**config.mk**
```make
export PLATFORM = sky130hd
export DESIGN_NAME = window_fetch_avalon
export DESIGN_NICKNAME = d
export VERILOG_FILES = /design/src/rtl/window_fetch_avalon.sv
export SDC_FILE = /design/constraint.sdc
export NUM_CORES = 1
export LEC_CHECK = 0
export BUFFER_PORTS_ARGS = -buffer_cell sky130_fd_sc_hd__buf_2
export CAP_MARGIN = 5
export CORE_AREA = 4 4 105 107
export CTS_CLUSTER_SIZE = 12
export DETAILED_ROUTE_END_ITERATION = 12
export DIE_AREA = 0 0 109 111
export GPL_ROUTABILITY_DRIVEN = 0
export HOLD_SLACK_MARGIN = 0.08
export PLACE_DENSITY = 0.77
export SLEW_MARGIN = 20
export SYNTH_ARGS = -nofsm -noshare
export SYNTH_HDL_FRONTEND = slang
export SYNTH_SLANG_ARGS = --single-unit
```
**constraint.sdc**
```tcl
create_clock -name clk_i -period 9.8 [get_ports clk_i]
set_clock_uncertainty 0.15 [all_clocks]
set_input_delay 0.49 -clock clk_i [delete_from_list [all_inputs] [get_ports clk_i]]
set_output_delay 0.49 -clock clk_i [all_outputs]
set_load 0.01 [all_outputs]
```
**src/rtl/window_fetch_avalon.sv**
```systemverilog
// 3x3 neighbourhood fetcher: reads the window around (row_i, col_i) over an
// Avalon-MM read master, zero-pads off-image taps and hands the window downstream.
module window_fetch_avalon #(
   parameter int                    IMG_W      = 64,
   parameter int                    IMG_H      = 64,
   parameter int                    ROW_WIDTH  = 6,
   parameter int                    COL_WIDTH  = 6,
   parameter int                    DATA_WIDTH = 8,
   parameter int                    ADDR_WIDTH = 32,
   parameter logic [ADDR_WIDTH-1:0] BASE_ADDR  = '0,
   parameter int                    WORD_BYTES = 4
) (
   input  logic                    clk_i,
   input  logic                    rst_i,
   input  logic                    start_i,
   input  logic [ROW_WIDTH-1:0]    row_i,
   input  logic [COL_WIDTH-1:0]    col_i,
   output logic                    busy_o,
   output logic                    win_valid_o,
   input  logic                    win_ready_i,
   output logic [9*DATA_WIDTH-1:0] win_o,
   output logic [ADDR_WIDTH-1:0]   avm_address_o,
   output logic                    avm_read_o,
   input  logic                    avm_waitrequest_i,
   input  logic [31:0]             avm_readdata_i
);

   typedef enum logic [1:0] {
      IDLE,
      FETCH,
      HOLD
   } state_t;

   state_t                 state;
   logic [3:0]             k;
   logic [ROW_WIDTH-1:0]   row_q;
   logic [COL_WIDTH-1:0]   col_q;
   logic [9*DATA_WIDTH-1:0] win_q;

   logic signed [1:0]         dr, dc;
   logic signed [ROW_WIDTH:0] r;
   logic signed [COL_WIDTH:0] c;
   logic                      in_img;
   logic                      rd_en;
   logic [ADDR_WIDTH-1:0]     pix_idx;
   logic [ADDR_WIDTH-1:0]     tap_addr;

   // Tap k walks the window row-major: k = 3*(dr+1) + (dc+1).
   always_comb begin
      dr = 2'sd1;
      dc = 2'sd1;
      case (k)
         4'd0, 4'd1, 4'd2: dr = -2'sd1;
         4'd3, 4'd4, 4'd5: dr = 2'sd0;
         default:          dr = 2'sd1;
      endcase
      case (k)
         4'd0, 4'd3, 4'd6: dc = -2'sd1;
         4'd1, 4'd4, 4'd7: dc = 2'sd0;
         default:          dc = 2'sd1;
      endcase
   end

   // One guard bit is enough: any wrap lands on a negative value, which is off-image anyway.
   assign r = $signed({1'b0, row_q}) + (ROW_WIDTH+1)'(dr);
   assign c = $signed({1'b0, col_q}) + (COL_WIDTH+1)'(dc);

   assign in_img = (r >= 0) && (r < IMG_H) && (c >= 0) && (c < IMG_W);
   assign rd_en  = (state == FETCH) && in_img;

   assign pix_idx  = ADDR_WIDTH'($unsigned(r)) * ADDR_WIDTH'(IMG_W) + ADDR_WIDTH'($unsigned(c));
   assign tap_addr = BASE_ADDR + pix_idx * ADDR_WIDTH'(WORD_BYTES);

   // NOTE: the bus side is combinational from registered state, so an async
   // reset of the state register drops avm_read_o without waiting for a clock.
   assign avm_read_o    = rd_en;
   assign avm_address_o = rd_en ? tap_addr : '0;

   assign busy_o      = (state != IDLE);
   assign win_valid_o = (state == HOLD);
   assign win_o       = win_q;

   // NOTE: sequential state uses non-blocking assignments only; the window
   // register is reset too so a discarded partial window never leaks out.
   always_ff @(posedge clk_i or posedge rst_i) begin
      if (rst_i) begin
         state <= IDLE;
         k     <= '0;
         row_q <= '0;
         col_q <= '0;
         win_q <= '0;
      end else begin
         case (state)
            IDLE: begin
               if (start_i) begin
                  row_q <= row_i;
                  col_q <= col_i;
                  k     <= '0;
                  state <= FETCH;
               end
            end
            FETCH: begin
               if (!in_img || !avm_waitrequest_i) begin
                  win_q[int'(k)*DATA_WIDTH +: DATA_WIDTH] <=
                     in_img ? avm_readdata_i[DATA_WIDTH-1:0] : '0;
                  if (k == 4'd8) begin
                     k     <= '0;
                     state <= HOLD;
                  end else begin
                     k <= k + 4'd1;
                  end
               end
            end
            HOLD: begin
               if (win_ready_i) state <= IDLE;
            end
            default: state <= IDLE;
         endcase
      end
   end

   generate
      if (DATA_WIDTH < 32) begin : g_unused
         logic unused_hi;
         assign unused_hi = ^avm_readdata_i[31:DATA_WIDTH];
      end
   endgenerate

endmodule

```
; Yosys cells after proc, flatten, opt, wreduce, memory -nomap -nowiden
; Index checks and enable logic that the tools add are counted.
[totals]
output_inout_bits = 107
input_bits = 49
word_cells = 63
register_bits = 90
[op_classes]
n_eq_ne = 14
addsub = 5
n_reduce_logical = 19
n_lt_le_gt_ge = 4
n_shift = 2
mux = 14
[op_table]
columns = operator, count
row1 = bitwise mux 72 bit, 1
row2 = variable shift 8 x 33 -> 72 bit (first input constant), 1
row3 = variable part select 8 x 33 -> 72 bit, 1
row4 = negator 7 -> 33 bit, 1
row5 = equality test 4 x 3 -> 1 bit (second input constant), 4
row6 = less-than comparator 7 x 8 -> 1 bit (second input constant), 2
row7 = two-way mux 16 bit, 1
row8 = adder 13 x 7 -> 14 bit, 1
row9 = adder 7 x 2 -> 7 bit, 2
row10 = greater-or-equal comparator 7 x 1 -> 1 bit (second input constant), 2
row11 = two-way mux 4 bit, 3
row12 = OR reduction 3 bit, 4
row13 = equality test 4 x 2 -> 1 bit (second input constant), 2
row14 = two-way mux 2 bit, 4
row15 = two-way mux 8 bit, 1
row16 = case mux 2 bit (2 select lines), 2
row17 = case mux 4 bit (2 select lines), 1
row18 = != test 2 x 1 -> 1 bit (second input constant), 3
row19 = case mux 2 bit (3 select lines), 1
row20 = adder 4 x 1 -> 4 bit (second input constant), 1
row21 = equality test 4 x 1 -> 1 bit (second input constant), 1
row22 = equality test 4 bit (second input constant), 1
row23 = logical AND 1 bit, 4
row24 = zero test 4 bit, 1
row25 = 10 further kinds, 13

; Depth between registers and ports, before layout
[depth]
word_depth = 12
mapped_depth = 17
ltp_nobuf = 16

; Worst setup path after synthesis
; Ideal clock, no wire load.
[synth_timing]
path_type = flip-flop to output port
from = register k[0]
to = output avm_address_o[12]
arrival_time_ps = 3987
stages_incl_launch_ff = 18
slack_ps = 5173
n_path_buf = 2
required_ps = 9160
cell_sequence = dfrtp_1 > inv_1 > ha_1 > buf_2 > or4b_2 > a21o_1 > ha_1 > fa_1 > a211oi_1 > o21a_1 > o22ai_2 > buf_4 > inv_2 > ha_1 > ha_1 > nand3_1 > xor2_1 > nor2_1
[synth_via]
elab_chain_cells = 10
word_cells_on_any_way = 26
cone_classes = add/sub (3) / order compare (4) / eq/ne (7) / mux (3) / reduce/logical (9)
[synth_lines]
columns = element, line_no
row1 = from (decl), 35  ; logic [3:0] k;
row2 = from (signal assigned), 110  ; k <= k + 4'd1;
row3 = equality test 4 x 3 -> 1 bit (tied with other cells), "52, 57"
row4 = OR reduction 3 bit, 52  ; case (k)
row5 = case mux 2 bit (2 select lines), 52
row6 = adder 7 x 2 -> 7 bit, 65  ; assign r = $signed({1'b0, row_q}) + (ROW_WIDTH+1)'(dr);
row7 = less-than comparator 7 x 8 -> 1 bit / greater-or-equal comparator 7 x 1 -> 1 bit (equally long branches), 68  ; assign in_img = (r >= 0) && (r < IMG_H) && (c >= 0) && (c < IMG_W);
row8 = logical AND 1 bit (3 in series), 68
row9 = logical AND 1 bit, 69  ; assign rd_en = (state == FETCH) && in_img;
row10 = two-way mux 16 bit (*), 77  ; assign avm_address_o = rd_en ? tap_addr : '0;
row11 = to (decl), 22  ; output logic [ADDR_WIDTH-1:0] avm_address_o,
; Every way passes the cells marked *; elsewhere a longest branch is shown, timed or not.

; Worst setup path in the final report
; Same ends and word-level chain as after synthesis.

==> results.md <==
- Pre-Repair DR Iteration Count: 4
- Reg2reg start: k[0]
- Vias: 3928
- Die Y: 111 um
- CP max stage cell: or4b_2
- CP peak stage delay: roughly 0.67 ns
- WHS Endpoint: col_q[2]
- Synthesized area: 0.00497 mm2
- Buffers added on ports: 112
- Max FO, Critical Path: 11
- Post-CTS Hold Fix Bufs: 1
- I/O pins: 156
- Post_cts resized: 0
- Final Cycle Share: 57.4%
- Die Wd: between 100 and 150 um
- Tmin final: 5.62 ns
- DIE AREA: 0.0121 mm2
- Total track usage: 20.3%
- Synth Instances: 487
- Final nets: 665
- Hold Vio Cnt, Final: 0
- Power Density: ~400 mW/mm2
- WS Path Type: reg -> out
- Final Slew Violations: 0
- Initial antenna violation count: 1
- Post-DP HPWL: 8690 um
- Pin count of the biggest net entering global routing: 54
- Hold_sp: col_i[2]
- Max-cap viol count: 0
- Multi-input gate area: 0.00249 mm2
- Share of layout cells above drive strength 1: 34.6%
- Clock sinks: 90
- WP data arrival: 4.98 ns
- FILL cells: 887
- Reg area: 0.00225 mm2
- Clk root buf: clkbuf_8
- Final setup vio count: 0
- DRC Markers: 0
- Min-Delay Path Depth: 3
- RSZ-0062 raised after global routing: no
- Async S/R FF share, synth: 100%
- Vias in the first global route: 3947
- Crit path capture type: output pin
- TritonCTS buffer count: 9
- Fmax: 178 MHz
- FF+latch count, synth: 90
- Post-CTS setup buffer count: 0
- Most used cell, CP: ha_1
- H-Tree Depth: 3
- HP Class: in -> reg
- Ant diodes: 0
- Outcome: complete, no violations
- Syn_area_per_cell: 10.2 um2
- Crit-path cells: inv_1, ha_1, or4b_2, a21o_1, ha_1, fa_1, a21oi_1, o22ai_1, o22ai_2, inv_2, ha_1, ha_1, nand3_1, xor2_1, nor2_1, buf_2
- LEAKAGE: 3.11 nW
- Worst-margin pin slew: just under 1 ns
- Drt wl/cell: about 16 um
- Top_reg_cell synth: dfrtp_1
- Share of the yosys chip area belonging to registers: 45.3%
- YS warnings: 0
- Final WL: 11800 um
- GRT overflow: 0
- Post-DRT Antenna Nets: 0
- Crit path required time: 9.16 ns
- Setup TNS: 0 ns
- Area Growth Syn to Fin: 15.8%
- Clk Latency, worst-skew pair: about 0.36 ns
- Count of flip-flops with a built-in enable after synthesis: 0
- Startpoint types: flop
- Initial standard-cell utilization of the core: between 40% and 50%
- Worst-case reg-to-reg path depth: 12
- Clock-pin transition on the worst setup and hold timing paths: approximately 0.090 ns
- FP Rows: 37
- Maximum VDD drop: about 210 uV
- Final Core Density: around 57%
- Reg2Reg Setup Slack: 4.80 ns
- CTS tree: yes
- Max Root-Sink Buffers: 2
- Max_slew headroom: 34.6%
- Reg2Reg Capture Point: win_o[33]
- Vias per cell: 5.34
- Hold Slack: 0.165 ns
- First-pass GRT wire length: approximately 20000 um
- Core Region: 0.0101 mm2
- Synth unique cells: 62
- Number of DRC markers in iteration 0: 224
## cell usage in the layout (no fill, tap or decap), drive strengths merged, types with 4 or more instances in the layout
cell,instances
a211oi,4
a21o,5
a21oi,6
a31o,41
a31oi,6
and2,14
buf,115
clkbuf,10
conb,19
dfrtp,90
ha,20
inv,17
mux2,16
nand2,69
nand3,12
nor2,18
nor2b,45
nor3,8
o21ai,23
o22ai,5
o31ai,4
xnor2,8
## cell usage after synthesis (3+ instances only)
master,n,area share (%)
a211oi_1,3,0.45
a21o_1,5,0.76
a21oi_1,6,0.60
a31o_2,41,7.2
a31oi_1,5,0.63
and2_1,14,1.8
and3_1,3,0.38
buf_2,8,0.81
buf_4,23,3.5
clkbuf_1,6,0.45
dfrtp_1,90,45
ha_1,20,5.0
inv_1,14,1.1
mux2_2,16,3.6
nand2_1,68,5.1
nand2b_1,3,0.38
nand3_1,12,1.2
nor2_1,17,1.3
nor2b_1,45,5.7
nor3_1,7,0.71
o21ai_0,20,2.0
o21ai_1,3,0.30
o22ai_1,3,0.38
xnor2_1,8,1.4
## cell type report
class                           count  area share [%]
Timing Repair Buffer              116            10.3
Clock inverter                      6            1.02
Tap cell                          136            2.96
Sequential cell                    90            39.1
Inverter                           15            1.00
Multi-Input combinational cell    362            43.4
Clock buffer                       10            2.22
## metal layers
layer,part of all wire (%),track usage [%]
met1,42,26.7
met2,47,31.5
met3,9.0,5.82
met4,1.6,7.91
met5,0.11,0
## registers in the layout, summed over array words and instances, names as in the netlist
register / count
win_o: 72
col_q: 6
row_q: 6
k: 4
state: 2
## per-stage QoR
| stage | total power (W) | instance area, um2 | worst slack (ns) | cells |
|---|---|---|---|---|
| 4_1_cts | 0.00232 | 5750 | 4.19 | 735 |
| 3_3_place_gp | 0.00200 | 5550 | 4.69 | 718 |
| 6_report | 0.00230 | 5750 | 4.18 | 735 |
| 5_1_grt | 0.00251 | 5750 | 3.87 | 735 |
| 3_5_place_dp | 0.00207 | 5550 | 4.57 | 718 |
| 2_1_floorplan | 0.00169 | 5040 | 5.17 | 505 |
## report_power, final
part / total (W) / internal [W] / leakage [nW] / switching [W]
clock: 0.000238 / 0.0000975 / 0.0906 / 0.000140
combinational: 0.00148 / 0.000598 / 1.79 / 0.000882
sequential: 0.000586 / 0.000500 / 1.22 / 0.0000858
## how the worst max path moves through the flow
stage                        end  cells after the start  from
6_report       avm_address_o[12]                     16  k[0]
5_1_grt        avm_address_o[12]                     16  k[0]
4_1_cts        avm_address_o[12]                     16  k[0]
3_5_place_dp   avm_address_o[12]                     16  k[0]
3_3_place_gp   avm_address_o[12]                     16  k[0]
2_1_floorplan  avm_address_o[12]                     17  k[0]
## worst max-delay path: cells and delay by family (launching register included)
kind	cells	cell delay, ns
buffers and inverters	3	0.55
AO/OA/AOI/OAI	4	1.09
AND/OR/NAND/NOR	3	0.81
XOR/XNOR	1	0.15
flip-flops	1	0.52
adder cells (fa/ha/maj)	5	1.50
## logic make-up (layout without fill, tap and decap cells)
family | count (synthesis) | after routing | share of synthesized area (%)
AND/OR/NAND/NOR | 188 | 188 | 20.5
buffers and inverters | 53 | 147 | 5.94
AO/OA/AOI/OAI | 107 | 107 | 16.9
flip-flops | 90 | 90 | 45.3
other | 1 | 19 | 0.0755
adder cells (fa/ha/maj) | 22 | 22 | 5.84
XOR/XNOR | 10 | 10 | 1.76
multiplexers | 16 | 16 | 3.63
Power figures use the tool's default switching activity.
